<file path="config.mk">
export PLATFORM = sky130hd
export DESIGN_NAME = donut_shade
export DESIGN_NICKNAME = d
export VERILOG_FILES = /design/src/rtl/donut_pkg.sv /design/src/rtl/donut_dither.sv /design/src/rtl/donut_shade.sv
export SDC_FILE = /design/constraint.sdc
export NUM_CORES = 1
export LEC_CHECK = 0
export CAP_MARGIN = 15
export CORE_UTILIZATION = 46
export DETAILED_ROUTE_END_ITERATION = 6
export PLACE_DENSITY = 0.78
export SLEW_MARGIN = 20
export SYNTH_ARGS = -nofsm -noshare
export SYNTH_HDL_FRONTEND = slang
export SYNTH_SLANG_ARGS = --single-unit
</file>
<file path="constraint.sdc">
create_clock -name clk -period 2.74 [get_ports clk]
set_input_delay 0.822 -clock clk [delete_from_list [all_inputs] [get_ports clk]]
set_output_delay 0.822 -clock clk [all_outputs]
set_load 0.02 [all_outputs]
</file>
<file path="src/rtl/donut_pkg.sv">
// ============================================================================
// Module : donut_pkg
// Shared constants, Bayer table and pixel typedef for the donut shading stage.
// Revision: 1.0 - initial release
// ============================================================================
`default_nettype none

package donut_pkg;

  localparam int LUMA_W  = 6;
  localparam int LEVEL_W = 2;

  // 4x4 ordered-dither thresholds, entry {row,col} at bits [4*idx +: 4]
  localparam logic [63:0] BAYER4 = {
    4'd5, 4'd13, 4'd7,  4'd15,
    4'd9, 4'd1,  4'd11, 4'd3,
    4'd6, 4'd14, 4'd4,  4'd12,
    4'd10, 4'd2, 4'd8,  4'd0
  };

  typedef struct packed {
    logic [1:0] r;
    logic [1:0] g;
    logic [1:0] b;
  } rgb222_t;

  function automatic logic [3:0] bayer_lookup(input logic [3:0] idx);
    return BAYER4[{idx, 2'b00} +: 4];
  endfunction

endpackage

`default_nettype wire

</file>
<file path="src/rtl/donut_dither.sv">
// ============================================================================
// Module : donut_dither
// Adds a Bayer threshold to a 6-bit value and saturates to a 2-bit level.
// Revision: 1.0 - initial release
// ============================================================================
`default_nettype none

module donut_dither
  import donut_pkg::*;
(
  input  logic [LUMA_W-1:0]  value,
  input  logic [3:0]         t,
  output logic [LEVEL_W-1:0] level
);

  logic [LUMA_W:0] w_sum;

  assign w_sum = {1'b0, value} + {3'b000, t};
  // Carry into bit 6 means the sum passed 63: clamp instead of wrapping
  assign level = w_sum[LUMA_W] ? 2'd3 : w_sum[5:4];

endmodule

`default_nettype wire

</file>
<file path="src/rtl/donut_shade.sv">
// ============================================================================
// Module : donut_shade
// Two-stage pixel shader: Bayer-dithered tinted donut over a scrolling blue
// gradient, with syncs delayed to match. Define DONUT_SHADE_TEMPORAL_EN to
// rotate the dither pattern every frame.
// Revision: 1.0 - initial release
// ============================================================================
`default_nettype none

module donut_shade
  import donut_pkg::*;
#(
  parameter int         HSHIFT    = 1,
  parameter logic [2:0] TINT      = 3'b110,
  parameter logic       SYNC_IDLE = 1'b1,
  parameter logic       BG_EN     = 1'b1
) (
  input  logic              clk,
  input  logic              rst_n,
  input  logic [10:0]       h_count,
  input  logic [9:0]        v_count,
  input  logic              display_on,
  input  logic              hsync_in,
  input  logic              vsync_in,
  input  logic              donut_visible,
  input  logic [LUMA_W-1:0] donut_luma,
  output logic [5:0]        rgb,
  output logic              hsync,
  output logic              vsync
);

  logic [1:0]        w_h_idx;
  logic [3:0]        w_bayer_idx;
  logic [5:0]        w_bg;
  logic              w_tick;
  logic              w_unused;

  logic              r_s1_disp;
  logic              r_s1_hs;
  logic              r_s1_vs;
  logic              r_s1_vis;
  logic [LUMA_W-1:0] r_s1_luma;
  logic [3:0]        r_s1_t;
  logic [5:0]        r_s1_bg;
  logic              r_vs_prev;
  logic [1:0]        r_frame;
  logic [5:0]        r_scroll;

  assign w_h_idx = h_count[HSHIFT+1:HSHIFT];

`ifdef DONUT_SHADE_TEMPORAL_EN
  assign w_bayer_idx = {v_count[1:0] ^ r_frame, w_h_idx ^ {r_frame[0], r_frame[1]}};
`else
  assign w_bayer_idx = {v_count[1:0], w_h_idx};
`endif

  assign w_bg     = {1'b0, v_count[8:4]} + r_scroll;
  assign w_tick   = r_vs_prev & ~r_s1_vs;
  assign w_unused = ^{h_count, v_count[9], r_frame};

  always_ff @(posedge clk or negedge rst_n) begin
    if (!rst_n) begin
      r_s1_disp <= 1'b0;
      r_s1_hs   <= SYNC_IDLE;
      r_s1_vs   <= SYNC_IDLE;
      r_s1_vis  <= 1'b0;
      r_s1_luma <= '0;
      r_s1_t    <= '0;
      r_s1_bg   <= '0;
    end else begin
      r_s1_disp <= display_on;
      r_s1_hs   <= hsync_in;
      r_s1_vs   <= vsync_in;
      r_s1_vis  <= donut_visible;
      r_s1_luma <= donut_luma;
      r_s1_t    <= bayer_lookup(w_bayer_idx);
      r_s1_bg   <= w_bg;
    end
  end

  // Edge detector starts at 0 so release from reset never fakes a frame tick
  always_ff @(posedge clk or negedge rst_n) begin
    if (!rst_n) begin
      r_vs_prev <= 1'b0;
      r_frame   <= '0;
      r_scroll  <= '0;
    end else begin
      r_vs_prev <= r_s1_vs;
      if (w_tick) begin
        r_frame  <= r_frame + 2'd1;
        r_scroll <= r_scroll + 6'd1;
      end
    end
  end

  logic [LUMA_W-1:0]  w_value;
  logic [LEVEL_W-1:0] w_level;
  logic [LEVEL_W-1:0] w_half;
  rgb222_t            w_rgb;

  assign w_value = r_s1_vis ? r_s1_luma : r_s1_bg;

  donut_dither u_dither (
    .value (w_value),
    .t     (r_s1_t),
    .level (w_level)
  );

  assign w_half = {1'b0, w_level[1]};

  always_comb begin
    w_rgb = '0;
    if (r_s1_disp) begin
      if (r_s1_vis) begin
        w_rgb.r = TINT[2] ? w_level : w_half;
        w_rgb.g = TINT[1] ? w_level : w_half;
        w_rgb.b = TINT[0] ? w_level : w_half;
      end else if (BG_EN) begin
        w_rgb.b = w_level;
      end
    end
  end

  always_ff @(posedge clk or negedge rst_n) begin
    if (!rst_n) begin
      rgb   <= '0;
      hsync <= SYNC_IDLE;
      vsync <= SYNC_IDLE;
    end else begin
      rgb   <= w_rgb;
      hsync <= r_s1_hs;
      vsync <= r_s1_vs;
    end
  end

endmodule

`default_nettype wire

</file>
==> results by group <==
Run status
  • Status: complete, but fails checks
  • Failing checks: DRC

Logic synthesis
  • Synth warn: 0
  • Mapped Nets: 144
  • Post-synth EDFFs: 0
  • Post-synth top area share: 52.7%
  • Synth top area cells: dfrtp_1 53%, ha_1 8.2%, dfstp_2 7.6%
  • Cell Area, Synth: 1380 um^2
  • Count of cell types in the netlist: 29
  • Commonest cells post-synth: 29 x dfrtp_1, 9 x ha_1, 7 x nand2_1, 6 x inv_1, 6 x xnor2_1
  • Main flop type after synthesis: dfrtp_1
  • Top-count cell post-synth: dfrtp_1
  • Cell taking the most area after synthesis: dfrtp_1
  • Seq cells post-synth: 33
  • Post-synthesis sequential area ratio: 60.4%
  • Async SR Flop Fraction: 100%
  • Avg Inst Size Synth: 13.6 um^2
  • Cells after synthesis: 101

Floorplanning
  • Die outline width: 56.7 um
  • Row cnt: 19
  • IO Pins: 41
  • Overall die height: 56.7 um
  • Die area: 3210 um^2
  • Core area: 2810 um^2
  • Starting density of the core: 49.1%

Flow run
  • Max-Cap Viols: 0

Final layout
  • Area growth syn-to-layout: 28.0%
  • Layout cells sized above 1: 13.3%
  • Post-Layout Inst Area: 1760 um^2
  • Number of antenna diodes: 0
  • Layout Nets: 177

Power and ir drop
  • Worst vdd ir: 0.498 mV
  • Leak: 0.000807 uW
  • Total power: 1470 uW
  • Pwr per Cell Area: 833 nW/um^2

Global routing
  • Total congestion overflow: 0
  • Initial antenna violation count: 0
  • Largest net degree at the start of global routing: 34
  • Global-route usage over all layers: 16.7%
  • First-pass GRT wire length: 3.87 mm
  • Vias in the first global route: 955

Timing
  • F_max: 0.431 GHz
  • Final Critical Period: 2320 ps
  • Final setup margin: 422 ps
  • Setup Skew: 12.9 ps
  • Fin crit share: 84.6%
  • RSZ-0062 raised after global routing: false
  • Relative slew slack: 73.1%
  • Setup violations, final: 0
  • Hold Fails Final Rpt: 0
  • Slew @ Worst Pin: 403 ps
  • Slew Limit Fails: 0
  • Final setup TNS: 0 ps

Setup path
  • Worst setup EP type: register
  • Critical path's largest stage delay: 560 ps
  • Slowest-stage cell, CP: dfrtp_1
  • Worst Path Arrival: 2550 ps
  • Worst Path Required: 2980 ps
  • Critical-path cell list: mux2_2 -> ha_1 -> and4_2 -> a221oi_4 -> nor2_1 -> o211a_1
  • Crit Path Class: register to register
  • Startpoint Class: register
  • Peak fanout along the critical path: 9

Routing
  • Vias: 841
  • DRC Markers: 5
  • Per-cell routed wire length: 12.8 um
  • Wirelength, routed: 2.13 mm
  • Routed Antenna Nets: 0
  • Mean number of vias per cell: 5.07
  • DRT Pass-1 Iters: 6
  • Starting DRT DRC Count: 19

CTS
  • Clock-pin slew on the worst setup and hold paths: 100 ps
  • Worst skew pair latency: 340 ps
  • CTS Buf Count: 5
  • CTS max path bufs: 2
  • # hold bufs at CTS: 0
  • Clk root buf: clkbuf_4
  • Htree depth: 2
  • Cts repair resizes: 0
  • TritonCTS Sinks: 33
  • Post-CTS Setup Inserts: 0
  • CTS tree: yes

Placed design
  • DP Worst Slack: 308 ps
  • Placement Cell Area: 1680 um^2
  • # port buffers: 28
  • Final HPWL DP: 1.53 mm
  • Global placement routability congestion: 0.790

Min path
  • HP Class: register to register
-- path summary, 6_finish.rpt --
check	from	end	slack, ps	depth (start not counted)
worst max-delay path	r_s1_vis	rgb[1]	420	6
worst min-delay path	r_s1_hs	hsync	360	0
worst max register to register	r_s1_vis	rgb[1]	420	6
worst min register to register	r_s1_hs	hsync	360	0
max in group asynchronous	rst_n	vsync	1530	2
min in group asynchronous	rst_n	rgb[0]	870	2
-- cells by family after synthesis --
kind of cell | synth area share [%]
XOR/XNOR | 7.00
flip-flops | 60.4
AND/OR/NAND/NOR | 8.36
multiplexers | 4.27
AO/OA/AOI/OAI | 6.82
adder cells (fa/ha/maj) | 9.64
buffers and inverters | 3.54
-- placed cells by master (no fill, tap or decap), types with 4 or more instances in the layout --
cell type and count:
clkbuf_4 5, clkdlybuf4s50_1 28, dfrtp_1 29, dfstp_2 4, ha_1 9, inv_1 6
nand2_1 7, nor2_1 5, xnor2_1 6, xor2_1 5
-- stage by stage --
| stage | hold WS, ps | cells | util [%] |
|---|---|---|---|
| floorplan | 345 | 101 | - |
| global placement | 346 | 158 | 59.8 |
| detailed placement | 349 | 158 | 59.8 |
| CTS | 363 | 166 | 62.8 |
| global route | 374 | 166 | 62.8 |
| finish | 361 | 166 | 62.8 |
-- per-layer routing --
layer  vias to the layer above  global-route usage, %  part of all wire (%)
li1                        407                      -                     -
met1                       402                   16.4                    39
met2                        25                   29.3                    51
met3                         7                   7.14                   6.8
met4                         0                   8.93                   2.6
met5                         -                      0                     0
-- sequential cells by signal (all words and copies together) (netlist names) --
name / flops
vsync: 1
hsync: 1
r_vs_prev: 1
r_s1_luma: 6
r_s1_vs: 1
rgb: 4
r_s1_hs: 1
r_s1_vis: 1
r_s1_t: 4
r_s1_disp: 1
r_scroll: 6
r_s1_bg: 6
-- worst max-delay path: cells and delay by family, from the launching register on --
family          cells  cell delay (ps)
fa+ha+maj           1              320
simple gates        2              350
mux                 1              380
flops               1              560
compound gates      2              610
-- area by class of cell --
cell class	instances	area (um^2)
clock inverters	1	30.0
well taps	31	38.8
multi-input cells	59	497
inverters	6	22.5
fillers	223	1040
flip-flops and latches	33	831
clock buffers	7	55.1
repair buffers	29	288
-- where the power goes --
part           internal (uW)  switching, uW  total (uW)  leakage, uW
registers                596           66.8         663     0.000393
clock network            218            159         377    0.0000455
logic                    224            204         428     0.000368
Note: power is estimated with default switching activity, not from simulation.
